===== src/rtl/obm_dma_controller.sv =====
// Bulk copy of one RAM page into Object Memory through the shared foreground VRAM write port.
// Optional OBM_DMA_VBLANK_GATE_EN: new byte reads start only while vblank is high.
`ifndef VRAM_ADDR_WIDTH
`define VRAM_ADDR_WIDTH 12
`endif

module obm_dma_controller #(
    parameter int          NUM_BYTES = 256,
    parameter logic [11:0] OBM_BASE  = 12'h800
) (
    input  logic                        cpu_clk,
    input  logic                        rst,
    input  logic                        start,
    input  logic [7:0]                  src_page,
    input  logic                        vblank,
    output logic                        mem_req,
    output logic [15:0]                 mem_addr,
    input  logic                        mem_ack,
    input  logic [7:0]                  mem_rdata,
    input  logic                        cpu_vram_req,
    output logic                        vram_we,
    output logic [`VRAM_ADDR_WIDTH-1:0] vram_address,
    output logic [7:0]                  vram_wdata,
    output logic                        busy,
    output logic                        done
);
    localparam int IW = (NUM_BYTES > 1) ? $clog2(NUM_BYTES) : 1;
    localparam int AW = `VRAM_ADDR_WIDTH;
    localparam logic [IW-1:0] LAST_IDX = IW'(NUM_BYTES - 1);

    typedef enum logic [2:0] {IDLE, WAIT_VB, READ, WRITE, FINISH} state_t;

    state_t        state, state_nxt;
    logic [IW-1:0] idx;
    logic [7:0]    page;
    logic [7:0]    data;
    logic [7:0]    idx8;
    logic          commit;

    assign idx8 = 8'(idx);

    always_ff @(posedge cpu_clk) begin
        if (rst) begin
            state <= IDLE;
            idx   <= '0;
            page  <= '0;
            data  <= '0;
        end else begin
            state <= state_nxt;
            case (state)
                IDLE:    if (start) begin
                             page <= src_page;
                             idx  <= '0;
                         end
                READ:    if (mem_ack) data <= mem_rdata;
                WRITE:   if (commit && idx != LAST_IDX) idx <= idx + 1'b1;
                default: ;
            endcase
        end
    end

    always_comb begin
        state_nxt    = state;
        mem_req      = 1'b0;
        mem_addr     = '0;
        vram_we      = 1'b0;
        vram_address = '0;
        vram_wdata   = '0;
        busy         = 1'b1;
        done         = 1'b0;
        commit       = 1'b0;
        case (state)
            IDLE: begin
                busy = 1'b0;
                if (start) state_nxt = WAIT_VB;
            end
            WAIT_VB: begin
                if (vblank) state_nxt = READ;
            end
            READ: begin
                mem_req  = 1'b1;
                mem_addr = {page, idx8};
                if (mem_ack) state_nxt = WRITE;
            end
            WRITE: begin
                // CPU owns the port whenever it asks; address and data simply hold.
                commit       = !cpu_vram_req;
                vram_we      = commit;
                vram_address = AW'(OBM_BASE) + AW'(idx);
                vram_wdata   = data;
                if (commit) begin
                    if (idx == LAST_IDX) begin
                        state_nxt = FINISH;
                    end else begin
`ifdef OBM_DMA_VBLANK_GATE_EN
                        state_nxt = vblank ? READ : WAIT_VB;
`else
                        state_nxt = READ;
`endif
                    end
                end
            end
            FINISH: begin
                busy      = 1'b0;
                done      = 1'b1;
                state_nxt = IDLE;
            end
            default: state_nxt = IDLE;
        endcase
    end

endmodule

===== config.mk =====
export PLATFORM = sky130hd
export DESIGN_NAME = obm_dma_controller
export DESIGN_NICKNAME = d
export VERILOG_FILES = /design/src/rtl/obm_dma_controller.sv
export SDC_FILE = /design/constraint.sdc
export NUM_CORES = 1
export LEC_CHECK = 0
export BUFFER_PORTS_ARGS = -buffer_cell sky130_fd_sc_hd__buf_4
export CAP_MARGIN = 5
export CORE_MARGIN = 2
export CORE_UTILIZATION = 52
export DETAILED_ROUTE_END_ITERATION = 12
export PLACE_DENSITY = 0.85
export SLEW_MARGIN = 20
export SYNTH_ARGS = -nofsm -noshare
export SYNTH_HDL_FRONTEND = slang
export SYNTH_SLANG_ARGS = --single-unit

===== constraint.sdc =====
create_clock -name cpu_clk -period 2.5 [get_ports cpu_clk]
set_input_delay 0.25 -clock cpu_clk [delete_from_list [all_inputs] [get_ports cpu_clk]]
set_output_delay 0.25 -clock cpu_clk [all_outputs]
set_load 0.01 [all_outputs]

==> flow_metrics.env <==
export IMPL_synth_top_area_cell="dfxtp_1"
export IMPL_worst_skew_pair_late_latency_ns=0.34
export IMPL_postSynthRegisterBits=27
export IMPL_vias_per_cell=5.31
export IMPL_period_minus_slack_ns=2.16
export IMPL_tritoncts="done"
export IMPL_yosys_area_share_xor_xnor=0
export IMPL_combined_area_of_the_multi_input_logic_cells_um2=918
export IMPL_post_route_worst_setup_slack_ns=0.337
export IMPL_tightest_slew_ns=0.594
export IMPL_final_seq_area_um2=541
export IMPL_rr_startpoint="state[0]$_SDFFE_PP0P_"
export IMPL_hp_start="mem_rdata[7]"
export IMPL_synth_top_family_by_area="simple AND/OR/NAND/NOR gates"
export IMPL_area_overhead_vs_synth_pct=27.9
export IMPL_grt_overflow_total=0
export IMPL_finClkSkew_ns=0.00572
export IMPL_cts_repair_resized=0
export IMPL_detailroute_wirelength_met2_mm=1.80
export IMPL_route_antenna_remaining_nets=0
export IMPL_drc=0
export IMPL_post_place_ws_ns=0.726
export IMPL_antenna_cells=0
export IMPL_vdd_ir_drop_max_mv=0.530
export IMPL_timing_critical_path_from_type="register"
export IMPL_power_total_uw=1180
export IMPL_power_density_cell_area_nw_per_um2=597
export IMPL_fp_row_count=19
export IMPL_clk_pin_slew_worst_paths_ns=0.16
export IMPL_fin_cells=276
export IMPL_leakagePower_uw=0.000895
export IMPL_vias=1465
export IMPL_netlist_instances=195
export IMPL_tritoncts_num_buffers=3
export IMPL_syn_mean_instance_area_um2=7.93
export IMPL_routed_top_layer="met4"
export IMPL_post_synthesis_compound_gate_area_fraction=0.172
export IMPL_global_route_wire_length_before_repair_mm=6.18
export IMPL_report_final_hold_viol_count=0
export IMPL_synth_cell_area_um2=1550
export IMPL_yosys_area_top_type_share=0.350
export IMPL_maximum_buffer_depth_of_the_clock_tree=2
export IMPL_clock_sinks=27
export IMPL_slew_viol_final=0
export IMPL_grt_util_all_layers=0.234
export IMPL_die_outline_area_um2=3430
export IMPL_grt_max_degree=24
export IMPL_wl_mm=3.73
export IMPL_rsz0062_at_grt="no"
export IMPL_hold_buffers=0
export IMPL_worst_setup_path_type="reg2out"
export IMPL_run_status="completed"
export IMPL_startpoint="state[1]$_SDFFE_PP0P_"
export IMPL_drt_iter0_drc=67
export IMPL_timing_critical_path_arrival_ns=1.91
export IMPL_synthSimpleGateAreaFrac=0.407
export IMPL_critical_path_fanout_max=14
export IMPL_post_route_cells_drive_above_1_share=0.314
export IMPL_final_worst_path_cycle_share=0.865
export IMPL_clock_fmax_mhz=462
export IMPL_ctsHtreeMaxLevel=1
export IMPL_area_share_of_fa_ha_maj_cells_after_synthesis=0.00809
export IMPL_post_cts_setup_buffer_count=0
export IMPL_timing_critical_path_required_ns=2.25
export IMPL_die_x_um=58.5
export IMPL_grt_pass1_vias=1323
export IMPL_timing_slew_headroom=0.602
export IMPL_root_buf_cell="clkbuf_4"
export IMPL_setup_violators_final=0
export IMPL_synth_lib_cells_used_distinct=48
export IMPL_synth_mux_area_frac=0
export IMPL_worst_setup_path_end_kind="output pin"
export IMPL_synth_seq_area_share=0.350
export IMPL_first_pass_iters=4
export IMPL_dp_final_hpwl_mm=2.69
export IMPL_met3_wirelength_um=231
export IMPL_fp_coreArea_um2=2780
export IMPL_antenna_violations_before_repair=0
export IMPL_ios=62
export IMPL_final_nets=269
export IMPL_port_buffer_count=58
export IMPL_routedLengthMet1_mm=1.64
export IMPL_maxCapViolations=0
export IMPL_yosys_warnings=0
export IMPL_finalWeightedCongestion=0.900
export IMPL_filler_cell_count=250
export IMPL_dpl_cell_count=272
export IMPL_floorplan_initialDensity=0.556
export IMPL_die_height_um=58.5
export IMPL_routedWlPerCell_um=13.5
export IMPL_synth_top_cells_by_area="dfxtp_1, and2_1, nand2_1"
export IMPL_hold_wc_path_type="in2reg"
export IMPL_tns_ns=0
[cell usage in the layout (no fill, tap or decap), types with 2 or more instances in the layout]
master,instances
a211o_2,3
a21oi_1,20
buf_4,59
nor4b_1,2
nand3_1,4
or2_2,2
inv_1,2
dfxtp_1,27
clkbuf_4,3
nor2_1,6
nand2_1,44
and2_1,32
nor3_1,4
conb_1,3
nand2b_1,2
and3_1,2
[per-stage QoR]
step                utilization  hold slack (ns)  area (um2)
finish                    0.711            0.133        1980
global route              0.711            0.109        1980
CTS                       0.711            0.129        1980
detailed placement        0.700            0.442        1950
global placement          0.700            0.437        1950
floorplan                     -            0.355        1550
[cell usage after synthesis (all sizes together)]
| cell | count |
|---|---|
| o21bai | 2 |
| and2 | 32 |
| nor3 | 5 |
| clkbuf | 4 |
| nand2b | 2 |
| nor3b | 2 |
| a41oi | 1 |
| and2b | 1 |
| a32o | 1 |
| nor4 | 1 |
| a211o | 4 |
| nand4bb | 1 |
| o41ai | 1 |
| ha | 1 |
| conb | 1 |
| and4bb | 2 |
| o311ai | 1 |
| and3b | 2 |
| a311o | 1 |
| o21a | 1 |
| dfxtp | 27 |
| nand4 | 1 |
| a21o | 1 |
| nor4b | 3 |
| nand2 | 44 |
| a22o | 1 |
| buf | 11 |
| nand3 | 4 |
| o2bb2ai | 1 |
| o21ai | 1 |
| inv | 2 |
| or2 | 2 |
| a21oi | 20 |
| nor2 | 6 |
| nor2b | 1 |
| a21boi | 1 |
| a22oi | 1 |
| and3 | 2 |
[worst max-delay path, stage by stage (launching register included)]
cell	delay [ns]
dfxtp_1	0.63
nor3b_2	0.42
buf_4	0.26
and2_1	0.15
buf_4	0.12
[where the power goes]
| part | switching, uW | total (uW) | leakage, uW | internal, uW |
|---|---|---|---|---|
| Combinational | 232 | 430 | 0.000661 | 198 |
| Clock | 140 | 201 | 0.0000139 | 61.4 |
| Sequential | 67.7 | 551 | 0.000220 | 483 |
| Total | 440 | 1180 | 0.000895 | 742 |
[area by class of cell]
| class | instances | area share |
|---|---|---|
| tap | 31 | 0.0196 |
| timing repair buffer | 59 | 0.224 |
| inverter | 2 | 0.00380 |
| sequential | 27 | 0.273 |
| multi-input combinational | 153 | 0.464 |
| clock buffer | 3 | 0.0114 |
| clock inverter | 1 | 0.00380 |
[sequential cells by signal, indices dropped and copies added (netlist names)]
name and flops:
idx 8, page 8, state 3, data 8
[routing by layer]
| metal | vias up | GRT usage |
|---|---|---|
| met4 | 0 | 0.0831 |
| li1 | 753 | - |
| met2 | 51 | 0.380 |
| met5 | - | 0 |
| met3 | 9 | 0.0527 |
| met1 | 652 | 0.304 |
[cells by family (layout without fill, tap and decap cells)]
family	count (synthesis)	in the layout
buffers and inverters	17	65
adder cells (fa/ha/maj)	1	1
AND/OR/NAND/NOR	111	111
flip-flops	27	27
AO/OA/AOI/OAI	38	38
other	1	3
[worst paths after layout]
kind	cells after the start	slack [ns]	to
worst max-delay path	4	0.34	mem_addr[3]
worst min-delay path	3	0.13	data[7]$_SDFFE_PP0P_
worst max register to register	4	0.72	idx[0]$_SDFFE_PP0P_
worst min register to register	2	0.46	data[7]$_SDFFE_PP0P_
(Power assumes the default switching activity.)
